$ cat config.mk
export PLATFORM = sky130hd
export DESIGN_NAME = conv2_sched
export DESIGN_NICKNAME = d
export VERILOG_FILES = /design/src/rtl/cnn_pkg.sv /design/src/rtl/conv2_pos_cnt.sv /design/src/rtl/conv2_sched.sv
export SDC_FILE = /design/constraint.sdc
export NUM_CORES = 1
export LEC_CHECK = 0
export ABC_CLOCK_PERIOD_IN_PS = 3450
export CAP_MARGIN = 20
export CORE_AREA = 2 2 67 69
export CTS_CLUSTER_DIAMETER = 200
export DETAILED_ROUTE_END_ITERATION = 10
export DIE_AREA = 0 0 69 71
export PLACE_DENSITY_LB_ADDON = 0.05
export SYNTH_ARGS = -nofsm -noshare
export SYNTH_HDL_FRONTEND = slang
export SYNTH_HIERARCHICAL = 1
export SYNTH_SLANG_ARGS = --single-unit
$ cat constraint.sdc
create_clock -name clk -period 3.45 [get_ports clk]
set_clock_uncertainty 0.05 [all_clocks]
set_input_delay 0.69 -clock clk [delete_from_list [all_inputs] [get_ports clk]]
set_output_delay 0.69 -clock clk [all_outputs]
set_load 0.03 [all_outputs]
$ cat src/rtl/cnn_pkg.sv
// rtl/cnn_pkg.sv - shared types, geometry defaults and bias sign extension
package cnn_pkg;

  typedef enum logic [1:0] {
    IDLE = 2'd0,
    RUN  = 2'd1,
    DONE = 2'd2
  } conv2_state_t;

  localparam int WIDTH_DEF  = 12;
  localparam int HEIGHT_DEF = 12;
  localparam int KSIZE_DEF  = 5;

  // Sign-extend the low 'bits' bits of raw to 32 bits; caller truncates to its width.
  function automatic logic [31:0] sext_bias(input logic [31:0] raw, input int bits);
    logic signed [31:0] t;
    t = signed'(raw << (32 - bits));
    return unsigned'(t >>> (32 - bits));
  endfunction

endpackage

$ cat src/rtl/conv2_pos_cnt.sv
// rtl/conv2_pos_cnt.sv - col/row raster position counter with clear and advance
module conv2_pos_cnt #(
  parameter int WIDTH  = 12,
  parameter int HEIGHT = 12,
  parameter int CW     = 4,
  parameter int RW     = 4
) (
  input  logic          clk,
  input  logic          rst_n,
  input  logic          clear,
  input  logic          advance,
  output logic [CW-1:0] col,
  output logic [RW-1:0] row,
  output logic          col_wrap,
  output logic          row_last
);

  logic [CW-1:0] col_q, col_d;
  logic [RW-1:0] row_q, row_d;

  // Position registers; clear wins over advance so a start always begins at (0,0).
  always_ff @(posedge clk) begin
    if (!rst_n) begin
      col_q <= '0;
      row_q <= '0;
    end else begin
      col_q <= col_d;
      row_q <= row_d;
    end
  end

  // Raster step: column wraps into the next row, last row wraps back to row 0.
  always_comb begin
    col_d = col_q;
    row_d = row_q;
    if (clear) begin
      col_d = '0;
      row_d = '0;
    end else if (advance) begin
      if (col_wrap) begin
        col_d = '0;
        row_d = row_last ? '0 : row_q + RW'(1);
      end else begin
        col_d = col_q + CW'(1);
      end
    end
  end

  // Flags describe the current position, independent of advance.
  always_comb begin
    col_wrap = (col_q == CW'(WIDTH - 1));
    row_last = (row_q == RW'(HEIGHT - 1));
    col      = col_q;
    row      = row_q;
  end

endmodule

$ cat src/rtl/conv2_sched.sv
// rtl/conv2_sched.sv - conv2 window sequencer, frame FSM and bias register file
module conv2_sched
  import cnn_pkg::*;
#(
  parameter int WIDTH     = WIDTH_DEF,
  parameter int HEIGHT    = HEIGHT_DEF,
  parameter int KSIZE     = KSIZE_DEF,
  parameter int DATA_BITS = 12,
  parameter int BIAS_BITS = 8,
  parameter int CHANNELS  = 3
) (
  input  logic                 clk,
  input  logic                 rst_n,
  input  logic                 start,
  input  logic                 valid_in,
  input  logic                 cfg_we,
  input  logic [1:0]           cfg_addr,
  input  logic [BIAS_BITS-1:0] cfg_wdata,
  output logic                 win_valid,
  output logic [DATA_BITS-1:0] bias_0,
  output logic [DATA_BITS-1:0] bias_1,
  output logic [DATA_BITS-1:0] bias_2,
  output logic [6:0]           out_cnt,
  output logic                 busy,
  output logic                 frame_done,
  output logic                 cfg_err
);

  localparam int CW = (WIDTH > 2) ? $clog2(WIDTH) : 1;
  localparam int RW = (HEIGHT > 2) ? $clog2(HEIGHT) : 1;

  conv2_state_t state_q, state_d;

  logic [CW-1:0] col;
  logic [RW-1:0] row;
  logic          col_wrap;
  logic          row_last;

  logic accept;
  logic win_hit;
  logic frame_end;
  logic pos_clear;
  logic cfg_ok;
  logic cfg_bad;

  logic                 win_valid_q, win_valid_d;
  logic [6:0]           out_cnt_q, out_cnt_d;
  logic                 cfg_err_q, cfg_err_d;
  logic [BIAS_BITS-1:0] bias0_q, bias0_d;
  logic [BIAS_BITS-1:0] bias1_q, bias1_d;
  logic [BIAS_BITS-1:0] bias2_q, bias2_d;

  conv2_pos_cnt #(
    .WIDTH  (WIDTH),
    .HEIGHT (HEIGHT),
    .CW     (CW),
    .RW     (RW)
  ) u_pos (
    .clk      (clk),
    .rst_n    (rst_n),
    .clear    (pos_clear),
    .advance  (accept),
    .col      (col),
    .row      (row),
    .col_wrap (col_wrap),
    .row_last (row_last)
  );

  // Pixel acceptance and window detection; a window closes on the bottom-right pixel of a KxK patch.
  always_comb begin
    accept    = (state_q == RUN) && valid_in;
    win_hit   = accept && (row >= RW'(KSIZE - 1)) && (col >= CW'(KSIZE - 1));
    frame_end = accept && col_wrap && row_last;
    pos_clear = (state_q == IDLE) && start;
    cfg_ok    = cfg_we && (state_q == IDLE) && (32'(cfg_addr) < CHANNELS);
    cfg_bad   = cfg_we && !cfg_ok;
  end

  // FSM state register.
  always_ff @(posedge clk) begin
    if (!rst_n) begin
      state_q <= IDLE;
    end else begin
      state_q <= state_d;
    end
  end

  // FSM next state: start only arms from IDLE; DONE always lasts a single cycle.
  always_comb begin
    state_d = state_q;
    case (state_q)
      IDLE:    if (start) state_d = RUN;
      RUN:     if (frame_end) state_d = DONE;
      DONE:    state_d = IDLE;
      default: state_d = IDLE;
    endcase
  end

  // FSM outputs: busy spans RUN, frame_done marks the DONE cycle (aligned with the last win_valid).
  always_comb begin
    busy       = (state_q == RUN);
    frame_done = (state_q == DONE);
  end

  // Datapath registers: window strobe, window count, sticky error and biases.
  always_ff @(posedge clk) begin
    if (!rst_n) begin
      win_valid_q <= 1'b0;
      out_cnt_q   <= '0;
      cfg_err_q   <= 1'b0;
      bias0_q     <= '0;
      bias1_q     <= '0;
      bias2_q     <= '0;
    end else begin
      win_valid_q <= win_valid_d;
      out_cnt_q   <= out_cnt_d;
      cfg_err_q   <= cfg_err_d;
      bias0_q     <= bias0_d;
      bias1_q     <= bias1_d;
      bias2_q     <= bias2_d;
    end
  end

  // Window count clears on start and holds its final value until the next start.
  always_comb begin
    win_valid_d = win_hit;
    out_cnt_d   = out_cnt_q;
    if (pos_clear) begin
      out_cnt_d = '0;
    end else if (win_hit) begin
      out_cnt_d = out_cnt_q + 7'd1;
    end
  end

  // Bias writes land only in IDLE so biases are frozen for a whole frame; anything else flags cfg_err.
  always_comb begin
    bias0_d   = bias0_q;
    bias1_d   = bias1_q;
    bias2_d   = bias2_q;
    cfg_err_d = cfg_err_q | cfg_bad;
    if (cfg_ok) begin
      case (cfg_addr)
        2'd0:    bias0_d = cfg_wdata;
        2'd1:    bias1_d = cfg_wdata;
        2'd2:    bias2_d = cfg_wdata;
        default: ;
      endcase
    end
  end

  // Output drive, biases sign-extended to the datapath width.
  always_comb begin
    win_valid = win_valid_q;
    out_cnt   = out_cnt_q;
    cfg_err   = cfg_err_q;
    bias_0    = DATA_BITS'(sext_bias(32'(bias0_q), BIAS_BITS));
    bias_1    = DATA_BITS'(sext_bias(32'(bias1_q), BIAS_BITS));
    bias_2    = DATA_BITS'(sext_bias(32'(bias2_q), BIAS_BITS));
  end

endmodule

==> results of run 1 <==
[final timing paths]
| check | to | slack [ns] |
|---|---|---|
| min reg2reg | bias0_q[1] | 0.41 |
| min | bias0_q[1] | 0.41 |
| max | busy | 1.07 |
| max reg2reg | u_pos/row[3] | 1.41 |
[routing by layer]
| layer | global-route usage | routed length, um | vias to the layer above |
|---|---|---|---|
| li1 | - | - | 850 |
| met1 | 0.202 | 1920 | 734 |
| met2 | 0.296 | 1960 | 50 |
| met3 | 0.0641 | 257 | 7 |
| met4 | 0.0501 | 66 | 0 |
| met5 | 0 | 0 | - |
[flip-flops by register name, indices dropped and copies added, names as in the netlist]
name / count
out_cnt: 7
cfg_err: 1
bias2_q: 8
bias1_q: 8
state_q: 2
bias0_q: 8
win_valid: 1
u_pos/row: 4
u_pos/col: 4
[worst max-delay path, cell delays in order (launching register included)]
cell             delay [ns]
dfxtp_1                0.51
nor2b_1                0.17
clkdlybuf4s50_1        0.67
[cell type report]
type / instances / area [sq um]
repair buffers: 62 / 618
flip-flops and latches: 43 / 861
well taps: 52 / 65.1
inverters: 6 / 22.5
fillers: 373 / 1580
clock buffers: 6 / 72.6
multi-input cells: 148 / 928
clock inverters: 2 / 60.1
[cells by family after synthesis]
family          count (synthesis)  synth area share
mux                            20             0.102
flops                          43             0.438
compound gates                 37             0.105
buf+inv                        30            0.0886
fa+ha+maj                       3            0.0191
xor+xnor                        1           0.00446
simple gates                   87             0.243
[where the power goes]
part | internal, mW | switching (mW)
clock network | 0.289 | 0.167
logic | 0.0527 | 0.0709
registers | 0.506 | 0.00796
[stage by stage]
step	instances	setup WS, ns	power (mW)	hold slack, ns
floorplan	221	1.54	0.603	0.416
global placement	311	0.878	0.649	0.396
detailed placement	311	0.793	0.650	0.402
CTS	319	1.05	1.11	0.414
global route	319	0.864	1.13	0.438
finish	319	1.07	1.09	0.409
[cell usage in the layout (no fill, tap or decap), drive strengths merged, types with 2 or more instances in the layout]
cell	count
nand3b	4
bufinv	2
or4	3
ha	3
nor2b	3
a21oi	17
clkbuf	6
o31ai	3
inv	6
mux2i	20
or3	4
nor4	2
nand3	15
nor3	4
nand2b	4
and3b	2
dfxtp	43
nand2	32
or3b	2
clkdlybuf4s50	61
nor2	5
o21ai	13
nand4	2
==> qor.yml, run 1 <==
place_congestion: 0.809
start_util: 0.467
insertion_delay_ns: 0.29
fp.dieH_um: 71
final_area_sq_mm: 0.00263
grt_pass1_vias: 1539
cts_root_buf: "clkbuf_8"
hpwl_um: 3100
htree_levels: 2
reg2regPathDepth: 5
vias: 1641
min_from: "bias0_q[1]"
start_kind: "flip-flop"
dpl_cell_area_sq_mm: 0.00249
n_antenna_cell: 0
fin_crit_sh: 0.690
first_iter_violations: 69
ant_nets: 0
tightestPinTransition_ns: 0.929
antenna_found_initial: 0
status: "complete, no violations"
fin_util: 0.625
finalMaxSlewViolations: 0
grt_overflow_total: 0
power_density_mw_per_mm2: 416
rr_startpoint: "state_q[0]"
cts_setup_buffers: 0
finalSetupTns_ns: 0
synth_top_cell_area_share: 0.438
port_buffers: 61
synth-async-reset-ratio: 0
ir_drop_v: 0.000276
cap_violations: 0
coreArea_sq_mm: 0.00420
drcViolationCount: 0
die_area_sq_mm: 0.00490
synth_edf_count: 0
slew_headroom: 0.381
synth-main-ff-cell: "dfxtp_1"
yosysSeqAreaShare: 0.438
drive_gt1_frac: 0.0449
synth_area_sq_mm: 0.00196
yosys_warnings: 6
netlist_instances: 221
clkSinkCount: 43
ys_seq_elements: 43
setup.worst_path.start: "state_q[0]"
synth_most_common_cell: "dfxtp_1"
grt_usage: 0.172
cts_hold_buf: 0
hold_class: "reg2reg"
cts_resized: 0
crit_type: "reg2out"
fmaxAchievable_mhz: 420
numCtsBuffers: 5
drtPass1Iterations: 4
synthTopCellsByArea: "dfxtp_1 44%, mux2i_1 10%, nand2_1 6.1%"
totalWireLength_um: 4210
grt_max_degree: 22
syn_to_final_growth_pct: 33.8
rsz0062_at_grt: "false"
worst_ep_arrival_time_ns: 1.64
clockBufferDepth: 2
avgSynthCellArea_sq_um: 8.88
core.rowCount: 24
yosysTopAreaCell: "dfxtp_1"
path_clk_slew_ns: 0.08
vias_per_cell: 5.14
pin_count: 62
hold_viol_final: 0
syn_nets: 239
fin_crit_ns: 2.38
path_max_fanout: 9
power_leakage_nw: 0.965
setup_violations: 0
hold_depth: 2
die_w_um: 69
cts_tree: "done"
wl_per_cell_um: 13.2
layout.nets: 284
grt_pass1_wl_um: 6840
ys_types: 36
critPathCaptureType: "output pin"
worst_ep_required_time_ns: 2.71
synth_commonest_cells: "43 x dfxtp_1, 32 x nand2_1, 20 x mux2i_1"
Note: power is estimated with default switching activity, not from simulation.
==> run 2: changes to the inputs <==
Settings changed: ABC_CLOCK_PERIOD_IN_PS 3450 to 2300, CORE_AREA 2 2 67 69 to 2 2 69 71, DIE_AREA 0 0 69 71 to 0 0 71 73.
Clock period 3.45 ns to 2.3 ns, I/O delays scaled along.
==> run 2 against run 1 <==
Clock power shrank 4.4%; global-route usage grew 0.21 points; combinational power grew 58%; die area grew 5.8%; core utilization shrank 4.7 points; wire length grew 4.7%; sequential share of layout area grew 0.062 points; total power grew 28%; clock-buffer cell count is the same; critical path depth is the same; hold slack gained 0.0023 ns; sequential power grew 50%; critical endpoint unchanged; highest routed layer unchanged.
==> qor.yml, run 2 (synthesized netlist as in run 1, its figures left out) <==
antenna_found_initial: 0  # unchanged
fmaxAchievable_mhz: 465
place_congestion: 0.749  # was 0.809
ir_drop_v: 0.000368  # was 0.000276 V
cts_root_buf: "clkbuf_8"  # unchanged
die_area_sq_mm: 0.00518  # was 0.00490 sq mm
wl_per_cell_um: 13.5  # was 13.2 um
drtPass1Iterations: 4  # unchanged
critPathCaptureType: "output pin"  # unchanged
finalSetupTns_ns: 0  # unchanged
drcViolationCount: 0  # unchanged
slew_headroom: 0.385  # was 0.381
hpwl_um: 3190  # was 3100 um
grt_usage: 0.175  # was 0.172
cts_hold_buf: 0  # unchanged
setup_violations: 0  # unchanged
cts_setup_buffers: 0  # unchanged
grt_overflow_total: 0  # unchanged
reg_top3: "bias0_q (8), bias1_q (8), bias2_q (8)"  # unchanged
hold_viol_final: 0  # unchanged
cts_tree: "done"  # unchanged
clockBufferDepth: 2  # unchanged
clkSinkCount: 43  # unchanged
fp.dieH_um: 73  # was 71 um
worst_ep_arrival_time_ns: 1.64  # about the same
power_density_mw_per_mm2: 535  # was 416 mW/mm^2
finalMaxSlewViolations: 0  # unchanged
ant_nets: 0  # unchanged
start_util: 0.433  # was 0.467
hold_class: "reg2reg"  # unchanged
p_total_mw: 1.40  # was 1.09 mW
grt_pass1_vias: 1485  # was 1,539
power_leakage_nw: 0.970  # was 0.965 nW
numCtsBuffers: 5  # unchanged
grt_max_degree: 18  # was 22
rsz0062_at_grt: "false"  # unchanged
fin_crit_sh: 0.934
rr_startpoint: "state_q[0]"  # unchanged
port_buffers: 61  # unchanged
core.rowCount: 25  # was 24
htree_levels: 2  # unchanged
mostFrequentLayoutCells: "61 x clkdlybuf4s50_1, 43 x dfxtp_1, 32 x nand2_1"  # unchanged
syn_to_final_growth_pct: 33.6  # was 33.8%
setup_slack_ns: 0.152  # was 1.07 ns
insertion_delay_ns: 0.29  # about the same
pin_count: 62  # unchanged
totalWireLength_um: 4400  # was 4210 um
cap_violations: 0  # unchanged
first_iter_violations: 94  # was 69
min_from: "bias0_q[0]"  # was bias0_q[1]
vias_per_cell: 5.14  # about the same
coreArea_sq_mm: 0.00454  # was 0.00420 sq mm
n_antenna_cell: 0  # unchanged
start_kind: "flip-flop"  # unchanged
drive_gt1_frac: 0.0625  # was 0.0449
final_common_cell: "clkdlybuf4s50_1"  # unchanged
crit_type: "reg2out"  # unchanged
fin_crit_ns: 2.15
tightestPinTransition_ns: 0.922  # was 0.929 ns
status: "complete, no violations"  # unchanged
layout.nets: 291  # was 284
path_max_fanout: 9  # unchanged
die_w_um: 71  # was 69 um
cts_resized: 0  # unchanged
grt_pass1_wl_um: 7040  # was 6840 um
vias: 1677  # was 1,641
setup.worst_path.start: "state_q[0]"  # unchanged
post-place-ws_ns: 0.210  # was 0.793 ns
reg2regPathDepth: 5  # unchanged
worst_ep_required_time_ns: 1.79  # was 2.71 ns
path_clk_slew_ns: 0.07  # was 0.08 ns
hold_depth: 2  # unchanged
-- run 2: layout make-up --
type / count / area [sq um]
clock buffers: 6 / 72.6
repair buffers: 69 / 671
fillers: 411 / 1910
flip-flops and latches: 43 / 861
inverters: 6 / 22.5
well taps: 54 / 67.6
multi-input cells: 148 / 928
-- run 2: metrics by stage --
stage | utilization | hold slack (ns) | area (sq um) | instances
6_report | 0.578 | 0.411 | 2620 | 326
5_1_grt | 0.578 | 0.434 | 2620 | 326
4_1_cts | 0.578 | 0.414 | 2620 | 326
3_5_place_dp | 0.562 | 0.402 | 2550 | 320
3_3_place_gp | 0.562 | 0.393 | 2550 | 320
2_1_floorplan | - | 0.416 | 1960 | 221
-- run 2: path summary, 6_finish.rpt --
path / end / slack, ns
max: busy / 0.15
min: bias0_q[0] / 0.41
max reg2reg: u_pos/row[0] / 0.65
min reg2reg: bias0_q[0] / 0.41
-- run 2: critical path: stages (launching register included) --
cell,delay (ns)
dfxtp_1,0.50
nor2b_1,0.17
clkdlybuf4s50_1,0.67
-- run 2: routing by layer --
metal	share of wire	vias up	track usage	wire (um)
li1	-	862	-	-
met1	0.46	764	0.224	2040
met2	0.46	47	0.281	2040
met3	0.060	4	0.0428	265
met4	0.012	0	0.0755	52
met5	0	-	0	0
-- run 2: power breakdown --
group          internal, mW  total [mW]  switching (mW)
Combinational        0.0866       0.196           0.109
Clock                 0.202       0.436           0.234
Sequential            0.759       0.772          0.0122
Total                  1.05        1.40           0.355
==> run 3: changes to the inputs <==
Settings changed: CELL_PAD_IN_SITES_DETAIL_PLACEMENT set to 1, CELL_PAD_IN_SITES_GLOBAL_PLACEMENT set to 1, CORE_AREA 2 2 69 71 to 2 2 79 81, DIE_AREA 0 0 71 73 to 0 0 81 83.
==> run 3 against run 2 <==
Die area rose by 30%; via count increased by 3.0%; fmax is 1.0% lower; non-clock buffer count fell by 2; wire length increased by 10%; critical path depth did not move; sequential share of layout area shrank 0.29 points; first-iteration DRC count fell by 55%; hold slack better by 0.0011 ns; clock-buffer cell count stayed put; clock power is 11% higher; cell area is 0.91% higher.
==> qor.yml, run 3 (synthesized netlist as in run 1, its figures left out) <==
status: "complete, no violations"  # unchanged
clkSinkCount: 43  # unchanged
reg2regPathDepth: 5  # unchanged
cts_resized: 0  # unchanged
grt_max_degree: 33  # was 18
holdPathEnd: "bias0_q[3]"  # was bias0_q[0]
drtPass1Iterations: 4  # unchanged
die_area_sq_mm: 0.00672  # was 0.00518 sq mm
rr_startpoint: "state_q[0]"  # unchanged
grt_overflow_total: 0  # unchanged
hold_class: "reg2reg"  # unchanged
coreArea_sq_mm: 0.00582  # was 0.00454 sq mm
finalMaxSlewViolations: 0  # unchanged
fin_crit_sh: 0.944  # was 0.934
ir_drop_v: 0.000244  # was 0.000368 V
cts_setup_buffers: 0  # unchanged
internal-power_mw: 1.06  # was 1.05 mW
slew_headroom: 0.411  # was 0.385
clock_power_share: 0.334  # was 0.311
start_util: 0.338  # was 0.433
post-place-ws_ns: 0.170  # was 0.210 ns
rsz0062_at_grt: "false"  # unchanged
cap_violations: 0  # unchanged
comb_power_share: 0.135  # was 0.140
ant_nets: 0  # unchanged
cts_tree: "done"  # unchanged
final_common_cell: "clkdlybuf4s50_1"  # unchanged
grt_pass1_wl_um: 8080  # was 7040 um
fp.dieH_um: 83  # was 73 um
critPathCaptureType: "output pin"  # unchanged
setup_slack_ns: 0.129  # was 0.152 ns
grt_pass1_vias: 1646  # was 1,485
multi_input_area_sq_um: 928  # unchanged
insertion_delay_ns: 0.30  # was 0.29 ns
setup_violations: 0  # unchanged
vias_per_cell: 4.98  # was 5.14
cts_root_buf: "clkbuf_8"  # unchanged
fin_crit_ns: 2.17  # was 2.15 ns
crit_type: "reg2out"  # unchanged
antenna_found_initial: 0  # unchanged
numCtsBuffers: 5  # unchanged
layout.nets: 289  # was 291
clockBufferDepth: 2  # unchanged
reg_top3: "bias0_q (8), bias1_q (8), bias2_q (8)"  # unchanged
power_density_mw_per_mm2: 548  # was 535 mW/mm^2
path_max_fanout: 9  # unchanged
mostFrequentLayoutCells: "61 x clkdlybuf4s50_1, 43 x dfxtp_1, 32 x nand2_1"  # unchanged
wl_per_cell_um: 14.0  # was 13.5 um
fillCellCount: 697  # was 411
n_antenna_cell: 0  # unchanged
worst_ep_arrival_time_ns: 1.66  # was 1.64 ns
worst_ep_required_time_ns: 1.79  # about the same
r2r-end: "u_pos/row[3]"  # was u_pos/row[0]
fmaxAchievable_mhz: 461  # was 465 MHz
hold_depth: 2  # unchanged
regArea_sq_um: 861  # unchanged
htree_levels: 2  # unchanged
syn_to_final_growth_pct: 34.8  # was 33.6%
rrSetupSlack_ns: 0.64  # was 0.65 ns
netSwitchingPower_mw: 0.394  # was 0.355 mW
hpwl_um: 3610  # was 3190 um
first_iter_violations: 42  # was 94
tightestPinTransition_ns: 0.884  # was 0.922 ns
drive_gt1_frac: 0.0625  # unchanged
min_from: "bias0_q[3]"  # was bias0_q[0]
port_buffers: 61  # unchanged
hold_viol_final: 0  # unchanged
start_kind: "flip-flop"  # unchanged
power.share.switching: 0.272  # was 0.253
path_clk_slew_ns: 0.09  # was 0.07 ns
totalWireLength_um: 4860  # was 4400 um
core.rowCount: 28  # was 25
place_congestion: 0.743  # was 0.749
vias: 1728  # was 1,677
power_frac_seq: 0.531  # was 0.550
die_w_um: 81  # was 71 um
grt_usage: 0.153  # was 0.175
power_leakage_nw: 0.964  # was 0.970 nW
finalSetupTns_ns: 0  # unchanged
cts_hold_buf: 0  # unchanged
pin_count: 62  # unchanged
drcViolationCount: 0  # unchanged
run 3: cell types whose count changed in the layout (fill, tap and decap cells not counted):
cell        delta
clkinvlp_4     +1
buf_4          -2
clkinv_2       +1
run 3: worst max path at each step:
stage	from	to
floorplan	valid_in	u_pos/row[3]
global placement	start	u_pos/col[3]
detailed placement	start	u_pos/col[3]
CTS	state_q[0]	busy
global route	state_q[0]	busy
finish	state_q[0]	busy
run 3: layout make-up:
type,count,share of cell area
Clock buffer,6,0.0274
Clock inverter,2,0.00473
Inverter,6,0.00851
Multi-Input combinational cell,148,0.351
Sequential cell,43,0.325
Tap cell,75,0.0355
Timing Repair Buffer,67,0.248
run 3: routing by layer:
metal / part of all wire / GRT usage
met5: 0 / 0
met3: 0.050 / 0.0424
met4: 0.013 / 0.0462
met1: 0.47 / 0.198
met2: 0.46 / 0.244
run 3: power groups by stage:
| stage | Clock [mW] | Sequential, mW | Combinational (mW) |
|---|---|---|---|
| floorplan | 0 | 0.811 | 0.0931 |
| global placement | 0 | 0.788 | 0.196 |
| detailed placement | 0 | 0.789 | 0.198 |
| CTS | 0.503 | 0.771 | 0.199 |
| global route | 0.530 | 0.773 | 0.211 |
| finish | 0.484 | 0.771 | 0.196 |
run 3: metrics by stage:
step / area (sq um) / hold WS [ns] / util / cells / power (mW)
floorplan: 1960 / 0.416 / - / 221 / 0.904
global placement: 2560 / 0.396 / 0.440 / 339 / 0.985
detailed placement: 2560 / 0.404 / 0.440 / 339 / 0.987
CTS: 2650 / 0.419 / 0.455 / 347 / 1.47
global route: 2650 / 0.439 / 0.455 / 347 / 1.52
finish: 2650 / 0.412 / 0.455 / 347 / 1.45
run 3: critical path: stages, from the launching register on:
cell and delay, ns:
dfxtp_1 0.51, nor2b_1 0.17, clkdlybuf4s50_1 0.67
